<file path="src/rtl/fwd_hazard_unit.sv">
// EX-stage operand forwarding and load-use hazard detection for a 5-stage pipeline.
// Tracks EX/MEM/WB instruction records and counts load-use stall cycles.
module fwd_hazard_unit #(
    parameter int CNT_W = 16
) (
    input  logic             clk,
    input  logic             rst,
    input  logic             stall,
    input  logic             flush,
    input  logic             id_valid,
    input  logic [4:0]       id_rs1,
    input  logic [4:0]       id_rs2,
    input  logic [4:0]       id_rd,
    input  logic             id_reg_write,
    input  logic             id_mem_read,
    output logic [1:0]       forward_A,
    output logic [1:0]       forward_B,
    output logic             load_use_stall,
    output logic [CNT_W-1:0] load_use_cnt
);

    typedef struct packed {
        logic       valid;
        logic [4:0] rs1;
        logic [4:0] rs2;
        logic [4:0] rd;
        logic       reg_write;
        logic       mem_read;
    } ex_rec_t;

    typedef struct packed {
        logic       valid;
        logic [4:0] rd;
        logic       reg_write;
        logic       mem_read;
    } mem_rec_t;

    typedef struct packed {
        logic       valid;
        logic [4:0] rd;
        logic       reg_write;
    } wb_rec_t;

    typedef enum logic [1:0] {
        FWD_RF  = 2'b00,
        FWD_WB  = 2'b01,
        FWD_MEM = 2'b10
    } fwd_sel_t;

    ex_rec_t  ex_q;
    mem_rec_t mem_q;
    wb_rec_t  wb_q;

    logic mem_fwd_a, mem_fwd_b, wb_fwd_a, wb_fwd_b;
    logic mem_producer, wb_producer;

    // x0 is hard-wired zero, so it is never a forwarding source.
    assign mem_producer = mem_q.valid && mem_q.reg_write && (mem_q.rd != 5'd0);
    assign wb_producer  = wb_q.valid && wb_q.reg_write && (wb_q.rd != 5'd0);

    assign mem_fwd_a = mem_producer && (mem_q.rd == ex_q.rs1);
    assign mem_fwd_b = mem_producer && (mem_q.rd == ex_q.rs2);
    assign wb_fwd_a  = wb_producer && (wb_q.rd == ex_q.rs1);
    assign wb_fwd_b  = wb_producer && (wb_q.rd == ex_q.rs2);

    // NOTE: every always_comb output gets a default first so no path can infer a latch.
    always_comb begin
        forward_A = FWD_RF;
        forward_B = FWD_RF;
        if (ex_q.valid) begin
            if (mem_fwd_a)     forward_A = FWD_MEM;
            else if (wb_fwd_a) forward_A = FWD_WB;
            if (mem_fwd_b)     forward_B = FWD_MEM;
            else if (wb_fwd_b) forward_B = FWD_WB;
        end
    end

    // A flushed ID instruction is dead, so it cannot cause a load-use stall.
    assign load_use_stall = !flush && id_valid && ex_q.valid && ex_q.mem_read &&
                            (ex_q.rd != 5'd0) &&
                            ((ex_q.rd == id_rs1) || (ex_q.rd == id_rs2));

    // NOTE: sequential state uses non-blocking assignments so every record samples pre-edge values.
    always_ff @(posedge clk) begin
        if (rst) begin
            ex_q         <= '0;
            mem_q        <= '0;
            wb_q         <= '0;
            load_use_cnt <= '0;
        end else if (!stall) begin
            if (flush || load_use_stall) begin
                ex_q <= '0;
            end else begin
                ex_q.valid     <= id_valid;
                ex_q.rs1       <= id_rs1;
                ex_q.rs2       <= id_rs2;
                ex_q.rd        <= id_rd;
                ex_q.reg_write <= id_reg_write;
                ex_q.mem_read  <= id_mem_read;
            end
            mem_q.valid     <= ex_q.valid;
            mem_q.rd        <= ex_q.rd;
            mem_q.reg_write <= ex_q.reg_write;
            mem_q.mem_read  <= ex_q.mem_read;
            wb_q.valid      <= mem_q.valid;
            wb_q.rd         <= mem_q.rd;
            wb_q.reg_write  <= mem_q.reg_write;
            if (load_use_stall && (load_use_cnt != {CNT_W{1'b1}})) begin
                load_use_cnt <= load_use_cnt + 1'b1;
            end
        end
    end

endmodule
</file>
<file path="config.mk">
export PLATFORM = sky130hd
export DESIGN_NAME = fwd_hazard_unit
export DESIGN_NICKNAME = d
export VERILOG_FILES = /design/src/rtl/fwd_hazard_unit.sv
export SDC_FILE = /design/constraint.sdc
export NUM_CORES = 1
export LEC_CHECK = 0
export CELL_PAD_IN_SITES_DETAIL_PLACEMENT = 0
export CELL_PAD_IN_SITES_GLOBAL_PLACEMENT = 2
export CORE_ASPECT_RATIO = 2
export CORE_MARGIN = 2
export CORE_UTILIZATION = 32
export CTS_BUF_LIST = sky130_fd_sc_hd__clkbuf_16
export DETAILED_ROUTE_END_ITERATION = 6
export PLACE_DENSITY_LB_ADDON = 0.05
export SLEW_MARGIN = 10
export SYNTH_ARGS = -nofsm -noshare
export SYNTH_HDL_FRONTEND = slang
export SYNTH_SLANG_ARGS = --single-unit
</file>
<file path="constraint.sdc">
create_clock -name clk -period 2.6 [get_ports clk]
set_input_delay 0.52 -clock clk [delete_from_list [all_inputs] [get_ports clk]]
set_output_delay 0.52 -clock clk [all_outputs]
set_load 0.02 [all_outputs]
</file>
# Word level (Yosys, flattened, before mapping)
# Index checks and enable logic that the tools add are counted.
# W data, S select, Z words.
dict set report totals {
  ff_bits 48
  word_cells 50
}
dict set report classes {
  addsub 1
  eq_ne 7
  muxes 7
  bitwise_logic 1
  n_reduce_logical 21
}
# cell n
set ops {}
lappend ops {{$eq A5 B5 Y1} 6}
lappend ops {{$mux W18} 1}
lappend ops {{$add A16 B1 Y16 const B} 1}
lappend ops {{$ne A16 B16 Y1 const B} 1}
lappend ops {{$reduce_bool A5 Y1} 3}
lappend ops {{$logic_and A1 B1 Y1} 14}
lappend ops {{$mux W2} 4}
lappend ops {{$logic_or A1 B1 Y1} 2}
lappend ops {{$mux W1} 2}
lappend ops {{$reduce_and A2 Y1} 1}
lappend ops {{$logic_not A1 Y1} 1}
lappend ops {{$not A1 Y1} 1}

# Depth between registers and ports, before layout
dict set report logic_depth {
  ltp_word 8
  depth_mapped 8
  mapped_depth_nobuf 6
}

# Worst setup path after synthesis
# Ideal clock, no wire load.
dict set report synth_path {
  kind {reg2out}
  startpoint {register mem_q[3] (netlist bit)}
  endpoint {output port forward_A[0]}
  t_arrival_ns 1.856
  required_ns 2.080
  setup_slack_ns 0.224
  path_stages_with_launch 5
  path_buffers 0
  cell_sequence {dfxtp_1 > or4_1 > o211ai_1 > nor4_1 > nor4_1}
}
dict set report synth_via {
  elab_chain_len 5
}
# element line
set synth_lines {}
lappend synth_lines {{start: declaration} 51} ;# mem_rec_t mem_q;
lappend synth_lines {{$reduce_bool A5 Y1} 58} ;# assign mem_producer = mem_q.valid && mem_q.reg_write && (mem_q.rd != 5'd0);
lappend synth_lines {{$logic_and A1 B1 Y1} 58}
lappend synth_lines {{$logic_and A1 B1 Y1 (*)} 61} ;# assign mem_fwd_a = mem_producer && (mem_q.rd == ex_q.rs1);
lappend synth_lines {{$mux W2 (*)} 71} ;# if (mem_fwd_a) forward_A = FWD_MEM;
lappend synth_lines {{$mux W2 (*)} 70} ;# if (ex_q.valid) begin
lappend synth_lines {{end: declaration} 16} ;# output logic [1:0] forward_A,
# Mark *: on every way between the ends. The rest lies on a longest branch, timed or not.

# Worst setup path after layout
dict set report layout_path {
  startpoint {register mem_q[3] (netlist bit)}
  endpoint {output port forward_A[1]}
}
# Same word-level chain as after synthesis.

==> metrics.md <==
| Metric | Value |
|---|---|
| Status | finished, final reports clean |
| Synth-to-Final Area Change | 29.35% |
| Initial DRC count | 114 |
| Synth Area in Simple Gates | 0.2740 |
| Fmax | 0.3998 GHz |
| Full die area | 8767 um^2 |
| Arrival time at the worst endpoint | 1.98 ns |
| Initial antenna violation count | 0 |
| First-pass GRT wire length | 11110 um |
| Synth Area in Adders | 0.004892 |
| GRT Total Usage | 0.1658 |
| Clk slew on worst S/H paths | 0.06 ns |
| Input/output buffers | 42 |
| Final setup fails | 0 |
| Compound-cell area share of the yosys netlist | 0.1296 |
| Final Hold Vio Count | 0 |
| Global route overflow | 0 |
| Avg WL per Cell | 15.65 um |
| Slew HR | 0.2113 |
| Drt first pass iters | 4 |
| YS warnings | 0 |
| Largest net degree at the start of global routing | 71 |
| Global placer's final weighted congestion | 0.8293 |
| Hold EP | ex_q[0] |
| Crit share post-route | 0.9619 |
| # IOs | 43 |
| Worst reg2reg endpoint | load_use_cnt[1] |
| RSZ-0062 raised after global routing | no |
| Die H | 130.4 um |
| Post-synthesis async set-or-reset flop share | 0 |
| Syn_area_per_cell | 9.037 um^2 |
| Worst setup EP type | primary output |
| Antenna Cells | 0 |
| Tightest Pin Transition | 1.179 ns |
| Vias in the first global route | 2162 |
| Minimum clock period after layout | 2.501 ns |
| Leakage power | 1.293 nW |
| Worst Setup Slack, final | 0.09906 ns |
| Synth top cells by count | dfxtp_1, nor2_1, xor2_1 |
| Placed cell count | 424 |
| Hold_sp | ex_q[0] |
| R2R cell count | 7 |
| Layout Nets | 358 |
| Yosys top cell area share | 0.3757 |
| CTS Buf Count | 5 |
| Most area-consuming cells after synthesis | dfxtp_1, xor2_1, mux2i_1 |
| Die width | 67.22 um |
| PwrDens | 465.7 nW/um^2 |
| Worst r2r src | load_use_cnt[0] |
| Slew Viols, Final | 0 |
| Post-synth EDFFs | 0 |
| Largest family of logic cells by synthesized area | simple AND/OR/NAND/NOR gates |
| Cell taking the most area after synthesis | dfxtp_1 |
| Synth Cell Area | 2557 um^2 |
| TritonCTS clock tree | yes |
| Core Area | 7828 um^2 |
| Post-Synthesis Net Count | 306 |
| Top_reg_cell synth | dfxtp_1 |
| R2R setup slack | 0.50 ns |
| Root buf cell | clkbuf_16 |
| Flops & latches, synth | 48 |
| Layout cells sized above 1 | 0.1310 |
| Critical path fanouts, max | 2 |
| Critical Path Start Type | flip-flop |
| Critical Path RT | 2.08 ns |
| H-Tree Depth | 2 |
| Antenna Nets Post-Route | 0 |
| Most frequent cell after synthesis | dfxtp_1 |
| Cells after synthesis | 283 |
| Drt via density | 5.211 |
| Cell count of the worst hold path | 2 |
| Clock buffer depth | 2 |
| CTS sink cnt | 48 |
| Post-CTS setup buffers | 0 |
| Power after layout | 1.541 mW |
| Hold Buf Count CTS | 0 |
| Clk_lat worst skew | 0.29 ns |
| Mux share of post-synthesis cell area | 0.07241 |
| Initial Utilization | 0.3267 |
| Post-Layout Cell Count | 432 |
| WL final | 6759 um |
| Register area share after synthesis | 0.3757 |
| Routed via count | 2251 |
| Drt drc | 0 |
| Pre-CTS setup slack | -0.2113 ns |
| Worst Clk Skew | 0.004712 ns |
| Cell Rows | 46 |
| Post-synthesis xor/xnor area fraction | 0.1027 |
| Max Cap Violations | 0 |
| DP Wirelength | 4709 um |
| Netlist cell types | 45 |
| Hold WC Path Type | reg2reg |
| Kind of critical path | reg2out |
| VDD IR max | 0.3411 mV |
## metrics by stage
| stage | hold WS [ns] | area, um^2 | utilization | TNS [ns] |
|---|---|---|---|---|
| 6_report | 0.4822 | 3308 | 0.4226 | 0 |
| 5_1_grt | 0.5232 | 3308 | 0.4226 | 0 |
| 4_1_cts | 0.4875 | 3299 | 0.4215 | -0.07376 |
| 3_5_place_dp | 0.4770 | 3171 | 0.4051 | -0.3645 |
| 3_3_place_gp | 0.4638 | 3171 | 0.4051 | -0.4123 |
| 2_1_floorplan | 0.4545 | 2557 | - | 0 |
## timing repair
action,4_1_cts,5_1_grt
resized for setup,12,10
endpoints found under the setup margin,5,3
pin swaps,1,3
## critical path: stages, from the launching register on
cell and delay [ns]:
dfxtp_1 0.31, or4_1 0.52, o211ai_1 0.31, nor4_2 0.11, and2_1 0.17, clkdlybuf4s15_1 0.28
## report_power, final
group | total, mW | switching (mW) | internal [mW]
registers | 0.766 | 0.0164 | 0.750
logic | 0.158 | 0.0791 | 0.0786
clock network | 0.617 | 0.270 | 0.347
total | 1.54 | 0.366 | 1.17
## layout make-up
type | instances | area [um^2]
fillers | 810 | 4519
well taps | 96 | 120.1
repair buffers | 64 | 575.6
clock buffers | 5 | 125.1
clock inverters | 3 | 11.26
multi-input cells | 215 | 1511
inverters | 1 | 3.754
flip-flops and latches | 48 | 960.9
## logic make-up after synthesis
family                   after synthesis
buffers and inverters                 20
flip-flops                            48
AO/OA/AOI/OAI                         47
multiplexers                          18
XOR/XNOR                              30
adder cells (fa/ha/maj)                1
AND/OR/NAND/NOR                      119
## registers in the layout (all words and copies together) (netlist names)
signal,flops
mem_q,7
ex_q,18
load_use_cnt,16
wb_q,7
## layout by cell type (no fill, tap or decap), types with 3 or more instances in the layout
cell type and instances:
a21oi_1 11, and2_1 4, buf_4 22, clkbuf_16 5, clkdlybuf4s50_1 36, dfxtp_1 48
inv_1 3, mux2_1 4, mux2i_1 14, nand2_1 20, nand3_1 9, nand3b_1 17
nand4_1 5, nor2_1 24, nor2b_1 5, nor4_2 3, o21ai_1 4, o22ai_1 18
o31ai_1 6, or3_1 3, or4_1 10, xnor2_1 6, xor2_1 24
## metal layers
metal  track usage  share of wire  routed length [um]  up-vias
met5             0              0                   0        -
met3       0.02654          0.033                 222        7
li1              -              -                   -     1136
met1        0.2182           0.45                3068     1066
met4       0.06843          0.018                 125        0
met2        0.2662           0.49                3342       42
## worst max path at each step
stage	endpoint	depth (start not counted)	start	slack, ns
floorplan	forward_A[0]	4	mem_q[3]	0.22
global placement	load_use_stall	5	flush	-0.22
detailed placement	load_use_stall	5	flush	-0.21
CTS	forward_B[0]	5	wb_q[5]	-0.04
global route	forward_B[1]	6	mem_q[3]	0.02
finish	forward_A[1]	5	mem_q[3]	0.1
No activity file was read; power rests on OpenSTA's default activity.
